--- src/rtl/deb_pkg.sv ---
// Shared types and default constants for the four-channel switch debouncer.
package deb_pkg;

   typedef enum logic {
      STABLE = 1'b0,
      CHECK  = 1'b1
   } deb_state_e;

   localparam int unsigned DEB_N_CH          = 4;
   localparam int unsigned DEB_CNT_W         = 16;
   localparam int unsigned DEB_STABLE_CYCLES = 50000;
   localparam int unsigned DEB_SYNC_STAGES   = 2;
   // Short stability window so simulations finish quickly
   localparam int unsigned DEB_SIM_CYCLES    = 8;

endpackage : deb_pkg

--- src/rtl/switch_debounce4_if.sv ---
// Switch-side and conditioned-output bundle of the debouncer.
interface switch_debounce4_if #(
   parameter int unsigned N_CH = 4
) ();

   logic [N_CH-1:0] sw_in;
   logic [N_CH-1:0] sw_out;
   logic [N_CH-1:0] rise_pulse;
   logic [N_CH-1:0] fall_pulse;
   logic            settled;

   modport master (
      output sw_in,
      input  sw_out, rise_pulse, fall_pulse, settled
   );

   modport slave (
      input  sw_in,
      output sw_out, rise_pulse, fall_pulse, settled
   );

endinterface : switch_debounce4_if

--- src/rtl/debounce_ch.sv ---
// One debounce channel: synchroniser, STABLE/CHECK FSM, stability counter, edge pulses.
module debounce_ch
   import deb_pkg::*;
#(
   parameter int unsigned CNT_W         = DEB_CNT_W,
   parameter int unsigned STABLE_CYCLES = DEB_STABLE_CYCLES,
   parameter int unsigned SYNC_STAGES   = DEB_SYNC_STAGES
) (
   input  logic clk,
   input  logic rst,
   input  logic sw_i,
   output logic level_o,
   output logic rise_o,
   output logic fall_o,
   output logic stable_o
);

   localparam logic [CNT_W-1:0] CNT_LAST = CNT_W'(STABLE_CYCLES - 1);

   logic [SYNC_STAGES-1:0] sync_q;
   logic                   s;
   deb_state_e             state_q, state_d;
   logic [CNT_W-1:0]       cnt_q, cnt_d;
   logic                   level_q, level_d;
   logic                   rise_q, rise_d;
   logic                   fall_q, fall_d;

   assign s = sync_q[SYNC_STAGES-1];

   // Plain flop chain, nothing between stages
   always_ff @(posedge clk) begin
      if (rst) sync_q <= '0;
      else     sync_q <= {sync_q[SYNC_STAGES-2:0], sw_i};
   end

   always_ff @(posedge clk) begin
      if (rst) begin
         state_q <= STABLE;
         cnt_q   <= '0;
         level_q <= 1'b0;
         rise_q  <= 1'b0;
         fall_q  <= 1'b0;
      end else begin
         state_q <= state_d;
         cnt_q   <= cnt_d;
         level_q <= level_d;
         rise_q  <= rise_d;
         fall_q  <= fall_d;
      end
   end

   always_comb begin
      state_d = state_q;
      cnt_d   = cnt_q;
      level_d = level_q;
      rise_d  = 1'b0;
      fall_d  = 1'b0;
      case (state_q)
         STABLE: begin
            if (s != level_q) begin
               state_d = CHECK;
               cnt_d   = CNT_W'(1);
            end else begin
               cnt_d   = '0;
            end
         end
         CHECK: begin
            if (s == level_q) begin
               state_d = STABLE;
               cnt_d   = '0;
            end else if (cnt_q == CNT_LAST) begin
               // New level held long enough: accept it and flag the edge
               level_d = s;
               rise_d  = s;
               fall_d  = ~s;
               state_d = STABLE;
               cnt_d   = '0;
            end else begin
               cnt_d   = cnt_q + CNT_W'(1);
            end
         end
         default: begin
            state_d = STABLE;
            cnt_d   = '0;
         end
      endcase
   end

   assign level_o  = level_q;
   assign rise_o   = rise_q;
   assign fall_o   = fall_q;
   assign stable_o = (state_q == STABLE);

endmodule : debounce_ch

--- src/rtl/switch_debounce4.sv ---
// Four-switch conditioner feeding the F1/F2 block's A-D inputs; DEB_TOGGLE_EN makes
// each output a push-button latch instead of the debounced level.
module switch_debounce4
   import deb_pkg::*;
#(
   parameter int unsigned N_CH          = DEB_N_CH,
   parameter int unsigned CNT_W         = DEB_CNT_W,
   parameter int unsigned STABLE_CYCLES = DEB_STABLE_CYCLES,
   parameter int unsigned SYNC_STAGES   = DEB_SYNC_STAGES
) (
   input logic               clk,
   input logic               rst,
   switch_debounce4_if.slave bus
);

   localparam int unsigned        WARM_W    = $clog2(SYNC_STAGES + 1);
   localparam logic [WARM_W-1:0]  WARM_DONE = WARM_W'(SYNC_STAGES);

   if (STABLE_CYCLES < 2 || 64'(STABLE_CYCLES) > ((64'd1 << CNT_W) - 64'd1) ||
       SYNC_STAGES < 2) begin : g_bad_param
      $error("switch_debounce4: STABLE_CYCLES or SYNC_STAGES out of legal range");
   end

   logic [N_CH-1:0]   level;
   logic [N_CH-1:0]   rise;
   logic [N_CH-1:0]   fall;
   logic [N_CH-1:0]   stable;
   logic [WARM_W-1:0] warm_q, warm_d;
   logic              settled_q, settled_d;

   for (genvar i = 0; i < N_CH; i++) begin : g_ch
      debounce_ch #(
         .CNT_W        (CNT_W),
         .STABLE_CYCLES(STABLE_CYCLES),
         .SYNC_STAGES  (SYNC_STAGES)
      ) u_ch (
         .clk     (clk),
         .rst     (rst),
         .sw_i    (bus.sw_in[i]),
         .level_o (level[i]),
         .rise_o  (rise[i]),
         .fall_o  (fall[i]),
         .stable_o(stable[i])
      );
   end

   // Warm-up counter saturates once the synchroniser has flushed
   always_comb begin
      warm_d    = (warm_q == WARM_DONE) ? warm_q : warm_q + WARM_W'(1);
      settled_d = (warm_q == WARM_DONE) && (&stable);
   end

   always_ff @(posedge clk) begin
      if (rst) begin
         warm_q    <= '0;
         settled_q <= 1'b0;
      end else begin
         warm_q    <= warm_d;
         settled_q <= settled_d;
      end
   end

`ifdef DEB_TOGGLE_EN
   logic [N_CH-1:0] tog_q, tog_d;

   assign tog_d = tog_q ^ rise;

   always_ff @(posedge clk) begin
      if (rst) tog_q <= '0;
      else     tog_q <= tog_d;
   end

   assign bus.sw_out = tog_q;
`else
   assign bus.sw_out = level;
`endif

   assign bus.rise_pulse = rise;
   assign bus.fall_pulse = fall;
   assign bus.settled    = settled_q;

endmodule : switch_debounce4

--- src/flat_wrapper.sv ---
// flat-port wrapper written by rule: the top's interface ports become plain ports
module switch_debounce4_flat import deb_pkg::*;
#(
   parameter int unsigned N_CH          = DEB_N_CH,
   parameter int unsigned CNT_W         = DEB_CNT_W,
   parameter int unsigned STABLE_CYCLES = DEB_STABLE_CYCLES,
   parameter int unsigned SYNC_STAGES   = DEB_SYNC_STAGES
)
  (clk, rst, bus_sw_in, bus_sw_out, bus_rise_pulse, bus_fall_pulse, bus_settled);
  switch_debounce4_if #(.N_CH(N_CH)) bus_i ();
  input logic clk;
  input logic rst;
  input wire logic [$bits(bus_i.sw_in)-1:0] bus_sw_in;
  output wire logic [$bits(bus_i.sw_out)-1:0] bus_sw_out;
  output wire logic [$bits(bus_i.rise_pulse)-1:0] bus_rise_pulse;
  output wire logic [$bits(bus_i.fall_pulse)-1:0] bus_fall_pulse;
  output wire logic [$bits(bus_i.settled)-1:0] bus_settled;
  assign bus_i.sw_in = bus_sw_in;
  assign bus_sw_out = bus_i.sw_out;
  assign bus_rise_pulse = bus_i.rise_pulse;
  assign bus_fall_pulse = bus_i.fall_pulse;
  assign bus_settled = bus_i.settled;
  switch_debounce4 #(.N_CH(N_CH), .CNT_W(CNT_W), .STABLE_CYCLES(STABLE_CYCLES), .SYNC_STAGES(SYNC_STAGES)) u_core (.clk(clk), .rst(rst), .bus(bus_i));
endmodule
--- config.mk ---
export PLATFORM = sky130hd
export DESIGN_NAME = switch_debounce4_flat
export DESIGN_NICKNAME = d
export VERILOG_FILES = /design/src/rtl/deb_pkg.sv /design/src/rtl/switch_debounce4_if.sv /design/src/rtl/debounce_ch.sv /design/src/rtl/switch_debounce4.sv /design/src/flat_wrapper.sv
export SDC_FILE = /design/constraint.sdc
export NUM_CORES = 1
export LEC_CHECK = 0
export BUFFER_PORTS_ARGS = -buffer_cell sky130_fd_sc_hd__buf_2
export CAP_MARGIN = 0
export CORE_AREA = 2 2 85 87
export DETAILED_ROUTE_END_ITERATION = 10
export DIE_AREA = 0 0 87 89
export PLACE_DENSITY = 0.8
export SETUP_SLACK_MARGIN = 0.3
export SYNTH_ARGS = -nofsm -noshare
export SYNTH_HDL_FRONTEND = slang
export SYNTH_SLANG_ARGS = --single-unit
--- constraint.sdc ---
create_clock -name clk -period 5.31 [get_ports clk]
set_input_delay 0.2655 -clock clk [delete_from_list [all_inputs] [get_ports clk]]
set_output_delay 0.2655 -clock clk [all_outputs]
set_load 0.02 [all_outputs]
==> Word-level counts from Yosys, hierarchy flattened <==
Index checks and enable logic that the tools add are counted.
{ "word_totals": {"ff_bits": 91, "output_inout_bits": 13} }
{ "op_classes": {"n_eq_ne": 13, "addsub": 5, "mux": 32, "reduce_logical": 10, "n_bitwise": 16} }
{ "op_table": {"columns": ["cell", "count"], "rows": [
  ["$mux 16", 8],
  ["$pmux 16 s2", 4],
  ["$add 16x1->16 const B", 4],
  ["$eq 16x16->1 const B", 4],
  ["$mux 1", 16],
  ["$not 1->1", 16],
  ["$reduce_or 4->1", 4],
  ["$reduce_and 3->1", 4],
  ["$pmux 1 s2", 4],
  ["$eq 1x1->1", 4],
  ["$ne 1x1->1", 4],
  ["$reduce_and 4->1", 1],
  ["$add 2x1->2 const B", 1],
  ["$eq 2x2->1 const B", 1],
  ["$logic_and 1x1->1", 1]
]} }

==> Depth between registers and ports, before layout <==
{ "logic_depth": {"word_depth": 4, "mapped_depth": 6, "depth_no_buf": 5} }

==> Modules after synthesis <==
A second synthesis with hierarchy kept.
{ "unflattened": {"hier_cells": 424, "hier_area_um2": 4095.2} }
{ "modules_own_cells": {"columns": ["module", "seq_area_each_um2", "area_each_um2", "instances", "cells_each"], "rows": [
  ["debounce_ch", 440.4, 993.5, 4, 103],
  ["switch_debounce4", 60.1, 121.4, 1, 12]
]} }

==> Worst setup path before layout <==
Ideal clock, no wire load.
{ "synth_path": {"path_kind": "register -> register", "start": "register u_core.g_ch[2].u_ch.cnt_q[0]", "end": "register u_core.g_ch[2].u_ch.cnt_q[10]", "stages_incl_launch_ff": 7, "setup_ns": 0.117, "required_time_ns": 5.193, "arrival_time_ns": 1.613, "slack_ns": 3.580, "cell_sequence": "dfxtp_1 ha_1 and3_1 nand4_1 o211ai_1 buf_2 nor2_1"} }
{ "synth_between": {"elab_chain_len": 4, "word_cells_on_any_way": 5} }
{ "synth_lines": {"columns": ["item", "line", "text"], "rows": [
  ["start: declaration", "debounce_ch.sv:23", "logic [CNT_W-1:0] cnt_q, cnt_d;"],
  ["start signal: assignment", "debounce_ch.sv:45", "cnt_q <= cnt_d;"],
  ["$add 16x1->16 or $eq 16x16->1 (tied branches)", "debounce_ch.sv:79, debounce_ch.sv:71", null],
  ["$mux 16 *", "debounce_ch.sv:71", "end else if (cnt_q == CNT_LAST) begin"],
  ["$mux 16 *", "debounce_ch.sv:68", "if (s == level_q) begin"],
  ["$pmux 16 s2 *", "debounce_ch.sv:58", "case (state_q)"]
]} }
Mark *: on every way between the ends. The rest lies on a longest branch, timed or not.
A chain may end at the register's enable or synchronous reset.

==> Final worst setup path <==
{ "layout_path": {"start": "register u_core.g_ch[2].u_ch.cnt_q[0]", "end": "register u_core.g_ch[2].u_ch.cnt_q[11]"} }
The elaborated chain is that of the path after synthesis.

==> out/metrics.yaml <==
cts.path.max_buffers: 2
drtAntennaViolNets: 0
yosysMostFrequentCell: "dfxtp_1"
syn2layout_area_growth_pct: 6.66
rsz0062_at_grt: "false"
start_kind: "flip-flop"
synth_area_leaders: "dfxtp_1 (46%), xnor2_1 (10%), nor2_1 (6.3%)"
cts_resized: 0
max_freq_mhz: 439
setup_viol: 0
viasPerCell: 5.55
antenna_found_initial: 0
clk_pin_slew_ns: 0.09
vias: 2944
firstDrtPassIters: 4
min_period_over_period_pct: 42.9
comb_power_share_pct: 3.4
max_cap_viol_count: 0
ir_drop_v: 0.000152
h-tree-depth: 3
p_int_w: 0.000982
yosysWarnings: 0
die_x_um: 87
power.density_nw_per_um2: 298
initial_utilization_pct: 59.0
port_buffers: 18
hold_buffers: 0
overflow: 0
power_w: 0.00126
hold_class: "input port to flip-flop"
required_ns: 5.51
synthFlopType: "dfxtp_1"
dieArea_um2: 7740
p_leak_nw: 1.35
cts_setup_buffers: 0
io_pins: 19
num-fill-cells: 546
synth_cell_types: 45
arrival_ns: 2.48
setup_tns_ns: 0
outcome: "finished, final reports clean"
grt_pass1_wl_mm: 11.6
clkSinkCount: 91
synth_top_area_share_pct: 46.0
diodes: 0
totalWireLength_mm: 6.65
p_switching_w: 0.000276
route.detailed.drc: 0
p_clk_share_pct: 40.6
track_usage_pct: 19.0
hpwl_mm: 4.74
core.rowCount: 30
ys_async_sr_fraction_pct: 0
die_h_um: 89
tightestPinTransition_ns: 1.08
gp_congestion: 0.849
synthCells: 436
final_nets: 456
drive_gt1_share_pct: 11.8
grt_start_max_net_pins: 26
min_period_ns: 2.28
root_buffer: "clkbuf_8"
grt_pass1_vias: 2654
crit_path_end_kind: "flip-flop"
slew_headroom_pct: 27.4
slew_viol_final: 0
path_max_fanout: 15
synth.avg_cell_area_um2: 9.09
wire_per_inst_um: 12.6
synth_area_um2: 3960
hold_viol_final: 0
p_seq_share_pct: 55.9
dr.first_iter.drc_count: 106
swShare_pct: 22.0
fin_skew_ns: 0.0114
synth_commonest_cells: "dfxtp_1 (91), nor2_1 (67), xnor2_1 (46)"
clock_latency_ns: 0.36
numCtsBuffers: 9
ys_ff_latch: 91
synth_nets: 447
yosysSeqAreaShare_pct: 46.0
cts_tree: "done"
critPathKind: "flip-flop to flip-flop"
synth_edf_count: 0
yosysTopAreaCell: "dfxtp_1"
core-area_um2: 6720
[cell type report]
class	count	area, um^2	area share (%)
well taps	80	100	2.37
clock buffers	9	124	2.93
inverters	24	90.1	2.13
repair buffers	18	90.1	2.13
multi-input cells	301	1900	45.0
flip-flops and latches	91	1820	43.1
clock inverters	7	100	2.37
[routing by layer]
| layer | part of all wire [%] | track usage, % | vias up |
|---|---|---|---|
| met4 | 2.5 | 10.1 | 0 |
| met1 | 47 | 23.4 | 1352 |
| met2 | 46 | 30.5 | 70 |
| met5 | 0 | 0 | - |
| met3 | 4.3 | 4.99 | 17 |
| li1 | - | - | 1505 |
[metrics by stage]
stage	instance area [um^2]	instances	setup WS [ns]	util (%)	hold slack (ns)
2_1_floorplan	3960	436	3.58	-	0.394
3_3_place_gp	4000	514	3.14	59.6	0.423
3_5_place_dp	4000	514	3.08	59.6	0.424
4_1_cts	4230	530	3.04	62.9	0.106
5_1_grt	4230	530	2.82	62.9	0.114
6_report	4230	530	3.03	62.9	0.119
[cells by family after synthesis]
kind of cell / after synthesis / synth area share [%]
buffers and inverters: 44 / 6.06
xor gates and xnor gates: 58 / 12.8
AOI/OAI and AO/OA: 20 / 3.35
and+or+nand+nor: 218 / 30.2
DFF: 91 / 46.0
adders and majority gates: 5 / 1.58
[placed cells by master (no fill, tap or decap), drive strengths merged, types with 2 or more instances in the layout]
| cell | Yosys | routed |
|---|---|---|
| clkbuf | 3 | 9 |
| a21oi | 6 | 6 |
| bufinv | 0 | 2 |
| nand4 | 24 | 24 |
| o21ai | 4 | 4 |
| nor2b | 8 | 8 |
| and2 | 3 | 3 |
| nor4 | 20 | 20 |
| inv | 24 | 26 |
| ha | 5 | 5 |
| nor3b | 2 | 2 |
| buf | 17 | 18 |
| and3 | 5 | 5 |
| or4b | 3 | 3 |
| xnor2 | 46 | 46 |
| nand2b | 5 | 5 |
| or3 | 3 | 3 |
| or4bb | 2 | 2 |
| clkinvlp | 0 | 3 |
| dfxtp | 91 | 91 |
| nand2 | 15 | 15 |
| or4 | 2 | 2 |
| nor2 | 77 | 77 |
| a31o | 2 | 2 |
| nand3 | 22 | 22 |
| nor3 | 21 | 21 |
| a211oi | 2 | 2 |
| nand4b | 2 | 2 |
| xor2 | 12 | 12 |
[path summary, 6_finish.rpt]
| kind | from | end | slack, ns | cells past startpoint |
|---|---|---|---|---|
| worst max-delay path | u_core.g_ch[2].u_ch.cnt_q[0] | u_core.g_ch[2].u_ch.cnt_q[11] | 3.03 | 5 |
| worst min-delay path | bus_sw_in[3] | u_core.g_ch[3].u_ch.sync_q[0] | 0.12 | 2 |
| worst max register to register | u_core.g_ch[2].u_ch.cnt_q[0] | u_core.g_ch[2].u_ch.cnt_q[11] | 3.03 | 5 |
| worst min register to register | u_core.g_ch[2].u_ch.sync_q[0] | u_core.g_ch[2].u_ch.sync_q[1] | 0.44 | 1 |
[flip-flops by register name, indices dropped and copies added (netlist names)]
register / flops
u_core.g_ch.u_ch.level_o: 4
u_core.g_ch.u_ch.fall_o: 4
u_core.bus.settled: 1
u_core.g_ch.u_ch.state_q: 4
u_core.g_ch.u_ch.rise_o: 4
u_core.g_ch.u_ch.cnt_q: 64
u_core.warm_q: 2
u_core.g_ch.u_ch.sync_q: 8
[worst max-delay path, stage by stage, from the launching register on]
cell and delay, ns:
dfxtp_1 0.43, ha_1 0.27, and3_1 0.21, nand4_1 0.18, o211ai_1 0.91, nor2_1 0.11
[power groups by stage]
stage,registers [W],logic (W),clock network [W]
after floorplan,0.000719,0.0000322,0
after global placement,0.000719,0.0000407,0
after detailed placement,0.000720,0.0000433,0
after CTS,0.000704,0.0000436,0.000524
after global routing,0.000706,0.0000505,0.000557
final,0.000704,0.0000432,0.000511
(Power assumes the default switching activity.)
